$ cat config.mk
export PLATFORM = sky130hd
export DESIGN_NAME = uart_tx_fifo
export DESIGN_NICKNAME = d
export VERILOG_FILES = /design/src/rtl/uart_pkg.sv /design/src/rtl/sync_fifo.sv /design/src/rtl/uart_tx_fifo.sv
export SDC_FILE = /design/constraint.sdc
export NUM_CORES = 1
export LEC_CHECK = 0
export CORE_UTILIZATION = 54
export DETAILED_ROUTE_END_ITERATION = 6
export PLACE_DENSITY = 0.76
export RECOVER_POWER = 25
export SETUP_SLACK_MARGIN = 0.02
export SLEW_MARGIN = 0
export SYNTH_ARGS = -nofsm -noshare
export SYNTH_HDL_FRONTEND = slang
export SYNTH_SLANG_ARGS = --single-unit
$ cat constraint.sdc
create_clock -name CLK -period 2.66 [get_ports CLK]
set_clock_uncertainty 0.15 [all_clocks]
set_input_delay 0.532 -clock CLK [delete_from_list [all_inputs] [get_ports CLK]]
set_output_delay 0.532 -clock CLK [all_outputs]
set_load 0.1 [all_outputs]
$ cat src/rtl/uart_pkg.sv
// Shared UART definitions: byte type and the width helper for FIFO fill counters.
package uart_pkg;

  localparam int UART_DATA_BITS = 8;

  typedef logic [UART_DATA_BITS-1:0] uart_byte_t;

  // A count must represent 0..depth inclusive, hence one bit more than the pointer.
  function automatic int count_width(input int depth);
    return $clog2(depth) + 1;
  endfunction

  localparam int UART_FIFO_DEPTH   = 16;
  localparam int UART_FIFO_COUNT_W = count_width(UART_FIFO_DEPTH);

endpackage

$ cat src/rtl/sync_fifo.sv
// Generic circular-buffer FIFO with explicit fill count, registered overflow pulse
// and a read port that shows the head entry directly from the register array.
module sync_fifo #(
  parameter int WIDTH = 8,
  parameter int DEPTH = 16
) (
  input  logic                   clk,
  input  logic                   rst,
  input  logic                   wr_en,
  input  logic [WIDTH-1:0]       wr_data,
  input  logic                   rd_en,
  output logic [WIDTH-1:0]       rd_data,
  output logic                   full,
  output logic                   empty,
  output logic [$clog2(DEPTH):0] count,
  output logic                   overflow
);

  localparam int AW = $clog2(DEPTH);
  localparam logic [AW:0] DEPTH_C = (AW+1)'(DEPTH);

  logic [WIDTH-1:0] mem_q [DEPTH];
  logic [AW-1:0]    wr_ptr_q, wr_ptr_d;
  logic [AW-1:0]    rd_ptr_q, rd_ptr_d;
  logic [AW:0]      count_q, count_d;
  logic             overflow_q, overflow_d;
  logic             push, pop;

  assign full  = (count_q == DEPTH_C);
  assign empty = (count_q == '0);
  assign pop   = rd_en && !empty;
  // A pop in the same cycle frees the slot, so a push at full still lands.
  assign push  = wr_en && (!full || pop);

  always_comb begin
    wr_ptr_d   = wr_ptr_q;
    rd_ptr_d   = rd_ptr_q;
    count_d    = count_q;
    overflow_d = wr_en && !push;
    if (push) wr_ptr_d = wr_ptr_q + 1'b1;
    if (pop)  rd_ptr_d = rd_ptr_q + 1'b1;
    case ({push, pop})
      2'b10:   count_d = count_q + 1'b1;
      2'b01:   count_d = count_q - 1'b1;
      default: count_d = count_q;
    endcase
  end

  always_ff @(posedge clk or posedge rst) begin
    if (rst) begin
      wr_ptr_q   <= '0;
      rd_ptr_q   <= '0;
      count_q    <= '0;
      overflow_q <= 1'b0;
    end else begin
      wr_ptr_q   <= wr_ptr_d;
      rd_ptr_q   <= rd_ptr_d;
      count_q    <= count_d;
      overflow_q <= overflow_d;
    end
  end

  // Storage keeps its contents across reset; only pointers and count are cleared.
  always_ff @(posedge clk) begin
    if (push) mem_q[wr_ptr_q] <= wr_data;
  end

  assign rd_data  = mem_q[rd_ptr_q];
  assign count    = count_q;
  assign overflow = overflow_q;

endmodule

$ cat src/rtl/uart_tx_fifo.sv
// Byte buffer in front of the UART transmitter: absorbs producer bursts and
// presents the head byte on the TX_DRDY/TX_DI/TX_DONE handshake.
module uart_tx_fifo
  import uart_pkg::*;
#(
  parameter int DATA_BITS = UART_DATA_BITS,
  parameter int DEPTH     = 16
) (
  input  logic                          CLK,
  input  logic                          RST,
  input  logic                          WR_EN,
  input  logic [DATA_BITS-1:0]          WR_DATA,
  output logic                          FULL,
  output logic                          EMPTY,
  output logic [count_width(DEPTH)-1:0] COUNT,
  output logic                          OVERFLOW,
  output logic                          TX_DRDY,
  output logic [DATA_BITS-1:0]          TX_DI,
  input  logic                          TX_DONE
);

  logic [DATA_BITS-1:0] head;
  logic                 pop_req;

  // A TX_DONE from a frame launched before a reset lands on an empty buffer and is dropped.
  assign pop_req = TX_DONE && !EMPTY;

  sync_fifo #(
    .WIDTH (DATA_BITS),
    .DEPTH (DEPTH)
  ) u_fifo (
    .clk      (CLK),
    .rst      (RST),
    .wr_en    (WR_EN),
    .wr_data  (WR_DATA),
    .rd_en    (pop_req),
    .rd_data  (head),
    .full     (FULL),
    .empty    (EMPTY),
    .count    (COUNT),
    .overflow (OVERFLOW)
  );

  assign TX_DRDY = !EMPTY;
  assign TX_DI   = EMPTY ? '0 : head;

endmodule

After elaboration in Yosys (flattened, before gate mapping):

Memories as Yosys holds them, arrays and structs flattened.
Index checks and enable logic that the tools add are counted.

* output and inout bits: 17
* memories: 1
* logic and storage cells: 26
* register bits after elaboration: 14
* memory bits (writable): 128

* reduce and logical (&&, ||, !) cells: 10
* multiplexer cells: 4
* add/sub/neg operators: 4
* eq/ne operators: 3

Memory list
* u_fifo.mem_q: words 16, bits a word 8, read ports 1, clocked after Yosys merged registers in 0, write ports 1, RTL line sync_fifo.sv:22 `logic [WIDTH-1:0] mem_q [DEPTH];`

Operator list (count)
* 5-bit one-hot mux with 2 select lines: 1
* 4-bit by 1-bit adder with 4-bit output, second input constant: 2
* 8-bit 2-to-1 mux: 1
* 5-bit by 1-bit adder with 5-bit output, second input constant: 1
* 5-bit equality test, second input constant: 1
* 5-bit zero test: 1
* 5-bit by 1-bit subtractor with 5-bit output, second input constant: 1
* 1-bit logical AND: 4
* 1-bit zero test: 3
* 2-bit by 1-bit equality test with 1-bit output, second input constant: 1
* 2-bit equality test, second input constant: 1
* 1-bit 2-to-1 mux: 2
* 2-bit nonzero test: 1
* 1-bit logical OR: 1

Longest topological paths before layout:

* depth in word-level cells: 8
* gate-level depth with buffers: 9
* depth with buffers taken out: 9

By module:

Synthesis repeated with hierarchy kept, for this count alone.

* cells, all modules: 306
* area, all modules: 5819.3 um2

By module, submodules not included
* sync_fifo: times used 1, seq. area each 4194.0 um2, area each 5759.3 um2, cells each 296
* uart_tx_fifo: times used 1, seq. area each 0.0 um2, area each 60.1 um2, cells each 10

Least setup slack after synthesis:

OpenSTA, ideal clock, no wires.

* path kind: reg2out
* start: register u_fifo.count_q[0] (netlist: u_fifo.count[0])
* end: output TX_DI[0]
* data arrival time: 4.124 ns
* cell stages (with the launch flop): 6
* buffers on the path: 1
* path slack: -2.146 ns
* cell sequence: dfrtp_1 nor4_4 nand2b_1 clkbuf_1 o21ai_0 a21oi_1

* cells in the longest elaborated chain, start to end: 2

Ends and longest elaborated chain
* start, declared: RTL line sync_fifo.sv:25 `logic [AW:0] count_q, count_d;`
* start signal, assigned: RTL line sync_fifo.sv:58 `count_q <= count_d;`
* 5-bit zero test: RTL line sync_fifo.sv:30 `assign empty = (count_q == '0);`
* 8-bit 2-to-1 mux: RTL line uart_tx_fifo.sv:45 `assign TX_DI = EMPTY ? '0 : head;`
* end, declared: RTL line uart_tx_fifo.sv:18 `output logic [DATA_BITS-1:0] TX_DI,`

Every way passes these cells.

Final worst setup path:

* start: register u_fifo.rd_ptr_q[1]
* end: output TX_DI[6]

* cells in the longest elaborated chain, start to end: 2

Ends and longest elaborated chain
* start, declared: RTL line sync_fifo.sv:24 `logic [AW-1:0] rd_ptr_q, rd_ptr_d;`
* start signal, assigned: RTL line sync_fifo.sv:57 `rd_ptr_q <= rd_ptr_d;`
* memory 16 x 8 bit
* 8-bit 2-to-1 mux: RTL line uart_tx_fifo.sv:45

Every way passes these cells.

==> summary.txt <==
====================================================================================================
Count of mapped cells out of synthesis ................................................          300
Number of ports placed on the die boundary ............................................           29
Cell area after synthesis .............................................................  0.00586 mm²
Total of flip-flops plus latches after synthesis ......................................          142
Worst reg2reg setup slack .............................................................         0 ns
Crit share post-route .................................................................         118%
Routed length per placed instance .....................................................      22.6 µm
Cell Rows .............................................................................           37
Instance area after placement .........................................................  0.00680 mm²
Leakage dissipation ...................................................................      2.71 nW
Count of final hold-check violations ..................................................            0
Internal power summed over all cells ..................................................    0.00609 W
Startpoint type of the worst setup path ...............................................    flip-flop
Weighted congestion reported at the end of routability-driven placement ...............        0.769
Via count .............................................................................        3,090
Setup CP Type ......................................................................... flip-flop to primary output
Sequential power share ................................................................        29.9%
Number of sinks driven by the clock tree ..............................................          142
Power share of the combinational group ................................................        47.8%
Placeable Area ........................................................................   0.0104 mm²
First-pass GRT wire length ............................................................      18.2 mm
Buffering stage count on the worst path with inverters included .......................            3
Maximum number of pins on one net before global-route repair ..........................           28
Crit. End Element ..................................................................... primary output
Post-detailed-route via-to-cell ratio .................................................         5.84
Area Overhead vs Synth ................................................................        28.3%
NumNets Final .........................................................................          401
Die Footprint .........................................................................   0.0113 mm²
CTS tree ..............................................................................        built
Net count after synthesis .............................................................          321
Crit-path max cell delay ..............................................................      0.49 ns
Class of the worst hold path .......................................................... input pin to async pin
Final critical path time including I/O delays and setup ...............................      3.15 ns
Max-cap check violation count .........................................................            0
Max FO, Critical Path .................................................................            4
Highest-delay cell along the critical path ............................................       mux4_2
Via count of the first global-routing pass ............................................        3,267
Final instance area ...................................................................  0.00752 mm²
Clock-pin slew reported for the worst setup and hold paths after clock tree synthesis .      0.06 ns
Leading register cell type out of synthesis ...........................................     edfxtp_1
Sequential fraction of the synthesis area .............................................        71.5%
Worst path arrival time ...............................................................      2.47 ns
Share of final-layout standard cells stronger than drive strength 1 ...................        41.5%
Count of port buffers added during placement ..........................................           28
Peak supply drop ......................................................................      1.02 mV
# diodes ..............................................................................            0
Outcome ............................................................................... finished with violations
Total power per unit cell area ........................................................  1340 mW/mm²
Sw Share ..............................................................................        39.6%
Relative slew margins .................................................................        37.6%
Routed wire length ....................................................................      12.0 mm
Startpoint of the most critical register-to-register path ............................. u_fifo.count[3]
Number of DRC markers in iteration 0 ..................................................          265
Number of distinct library cell variants in the gate-level netlist after synthesis ....           35
Net Sw Power ..........................................................................    0.00400 W
Final standard cell utilization of the core ...........................................        72.2%
Setup Viol. Count Final ...............................................................            8
Number of remaining DRC errors ........................................................            0
Reg-to-reg endpoint ................................................................... u_fifo.count[4]
Share of flip-flops with an asynchronous set or reset .................................        9.86%
Library cell used as clock root buffer ................................................     clkbuf_8
Cell depth of the worst flop-to-flop path .............................................            9
Initial Utilization ...................................................................        56.3%
Die height ............................................................................       106 µm
Number of search-and-repair iterations in the first detailed-routing pass .............            4
Critical path destination .............................................................     TX_DI[6]
Final Max Slew Viols ..................................................................            0
# hold bufs at CTS ....................................................................            0
Number of buffers on the longest clock path ...........................................            2
Number of antenna violations at the first check in global routing .....................            0
H-tree depth ..........................................................................            4
Residual overflow from global routing .................................................            0
Fraction of power consumed by the clock network .......................................        22.3%
Worst-Margin Slew .....................................................................     0.936 ns
Failing checks ........................................................................ setup timing
Filler Cell Count .....................................................................          614
Die outline width .....................................................................       106 µm
Peak Freq .............................................................................    0.317 GHz
Count of warnings emitted by yosys ....................................................            0
Worst Setup Slack, final ..............................................................    -0.492 ns
Overall global routing resource usage .................................................        23.3%
Number of antenna-violating nets in the routed design .................................            0
Data required time of the critical path ...............................................      1.98 ns
Cell-by-cell trace of the critical path ............................................... clkbuf_16 -> buf_6 -> mux4_2 -> mux2_4 -> o21ai_4 -> a21oi_4 -> buf_12
Worst setup path startpoint ........................................................... u_fifo.rd_ptr_q[1]
Clk_lat worst skew ....................................................................      0.52 ns
Unrepaired setup endpoints after global routing .......................................         true
Avg Synthesized Cell Area .............................................................     19.5 µm²
Number of buffers added by the clock tree synthesis step ..............................           17
Kind of cell adding the most delay to the critical path ............................... multiplexers
Critical Path Stages ..................................................................            7
HPWL reported at the end of detailed placement ........................................      7.11 mm
Number of flops mapped to enable cells by yosys .......................................          128
====================================================================================================
## power by group through the flow
stage	registers (W)	logic, W	clock network [W]
6_report	0.00302	0.00483	0.00225
4_1_cts	0.00299	0.00477	0.00228
5_1_grt	0.00305	0.00505	0.00236
2_1_floorplan	0.00321	0.00293	0
3_5_place_dp	0.00301	0.00455	0
3_3_place_gp	0.00299	0.00449	0
## logic make-up after synthesis
logic type               Yosys count  share of synthesized area [%]
multiplexers                      55                           17.1
AND/OR/NAND/NOR                   40                           3.39
flip-flops                       142                           71.5
buffers and inverters             21                           2.11
XOR/XNOR                           9                           1.34
adder cells (fa/ha/maj)            9                           2.05
AO/OA/AOI/OAI                     24                           2.50
## synthesized netlist by cell type (5+ instances only)
cell type,count,area (µm²)
dfrtp_1,14,350
nand2b_1,5,31.3
mux4_1,9,236
mux4_2,23,518
inv_1,5,18.8
xnor2_1,7,61.3
nor2_1,15,56.3
nor3_1,5,25.0
mux2_2,10,113
o21ai_0,5,25.0
a21oi_1,10,50.1
ha_1,8,100
nand2_1,8,30.0
mux2i_1,9,90.1
buf_2,5,25.0
edfxtp_1,128,3840
## per-layer routing
layer / wire length (µm) / vias up / GRT usage [%]
met2: 6220 / 126 / 38.4
met1: 4680 / 1582 / 29.0
met3: 806 / 20 / 6.81
met4: 255 / 0 / 9.52
li1: - / 1362 / -
met5: 0 / - / 0
## what timing repair did
item,in CTS,in global routing
gates resized for setup,17,12
setup endpoints to repair,9,11
buffers inserted,3,3
pin swaps,4,2
cloned,1,1
## state kept, by name (all words and copies together), names as in the netlist
name	flops
u_fifo.overflow	1
u_fifo.mem_q	128
u_fifo.rd_ptr_q	4
u_fifo.count	5
u_fifo.wr_ptr_q	4
## worst min path at each step
| stage | start | end | slack, ns | cells after the start |
|---|---|---|---|---|
| after floorplan | RST | u_fifo.overflow | 0.27 | 1 |
| after global placement | u_fifo.count[4] | u_fifo.count[4] | 0.45 | 1 |
| after detailed placement | u_fifo.count[4] | u_fifo.count[4] | 0.46 | 1 |
| after CTS | RST | u_fifo.overflow | 0.24 | 2 |
| after global routing | RST | u_fifo.overflow | 0.41 | 2 |
| final | RST | u_fifo.count[1] | 0.37 | 2 |
## cell usage in the layout (no fill, tap or decap), types with 3 or more instances in the layout
master           synthesis  routed
mux4_1                   9       6
nor3_1                   5       5
inv_6                    0       6
dlygate4sd3_1            0       5
clkdlybuf4s50_1          0       6
xnor2_1                  7       7
ha_1                     8       8
buf_12                   1      15
dfrtp_1                 14       8
mux2i_1                  9       9
edfxtp_1               128     128
buf_4                    2      46
mux4_2                  23      26
mux2_1                   4       3
buf_6                    2       3
a21oi_4                  0       9
clkinv_4                 0       3
inv_1                    5       5
nand2b_1                 5       5
clkbuf_16                0      17
o21ai_2                  0       6
dfrtp_4                  0       5
nand2_1                  8       8
nor2_1                  15      14
mux2_2                  10       3
mux2_4                   0       8
## per-stage QoR
step | total power (W) | hold slack, ns | instances | setup TNS, ns | worst slack, ns
3_3_place_gp | 0.00748 | 0.446 | 490 | -0.197 | -0.158
4_1_cts | 0.0100 | 0.236 | 526 | -3.93 | -0.506
2_1_floorplan | 0.00615 | 0.271 | 300 | -0.953 | -0.490
3_5_place_dp | 0.00757 | 0.455 | 490 | -0.829 | -0.224
5_1_grt | 0.0105 | 0.410 | 529 | -4.39 | -0.565
6_report | 0.0101 | 0.374 | 529 | -3.66 | -0.492
## layout make-up
class / count / area (µm²) / share of cell area [%]
Clock inverter: 14 / 146 / 1.95
Inverter: 6 / 36.3 / 0.482
Clock buffer: 18 / 418 / 5.55
Tap cell: 136 / 170 / 2.26
Sequential cell: 142 / 4210 / 56.0
Multi-Input combinational cell: 137 / 1730 / 22.9
Timing Repair Buffer: 76 / 815 / 10.8
Power figures use the tool's default switching activity.
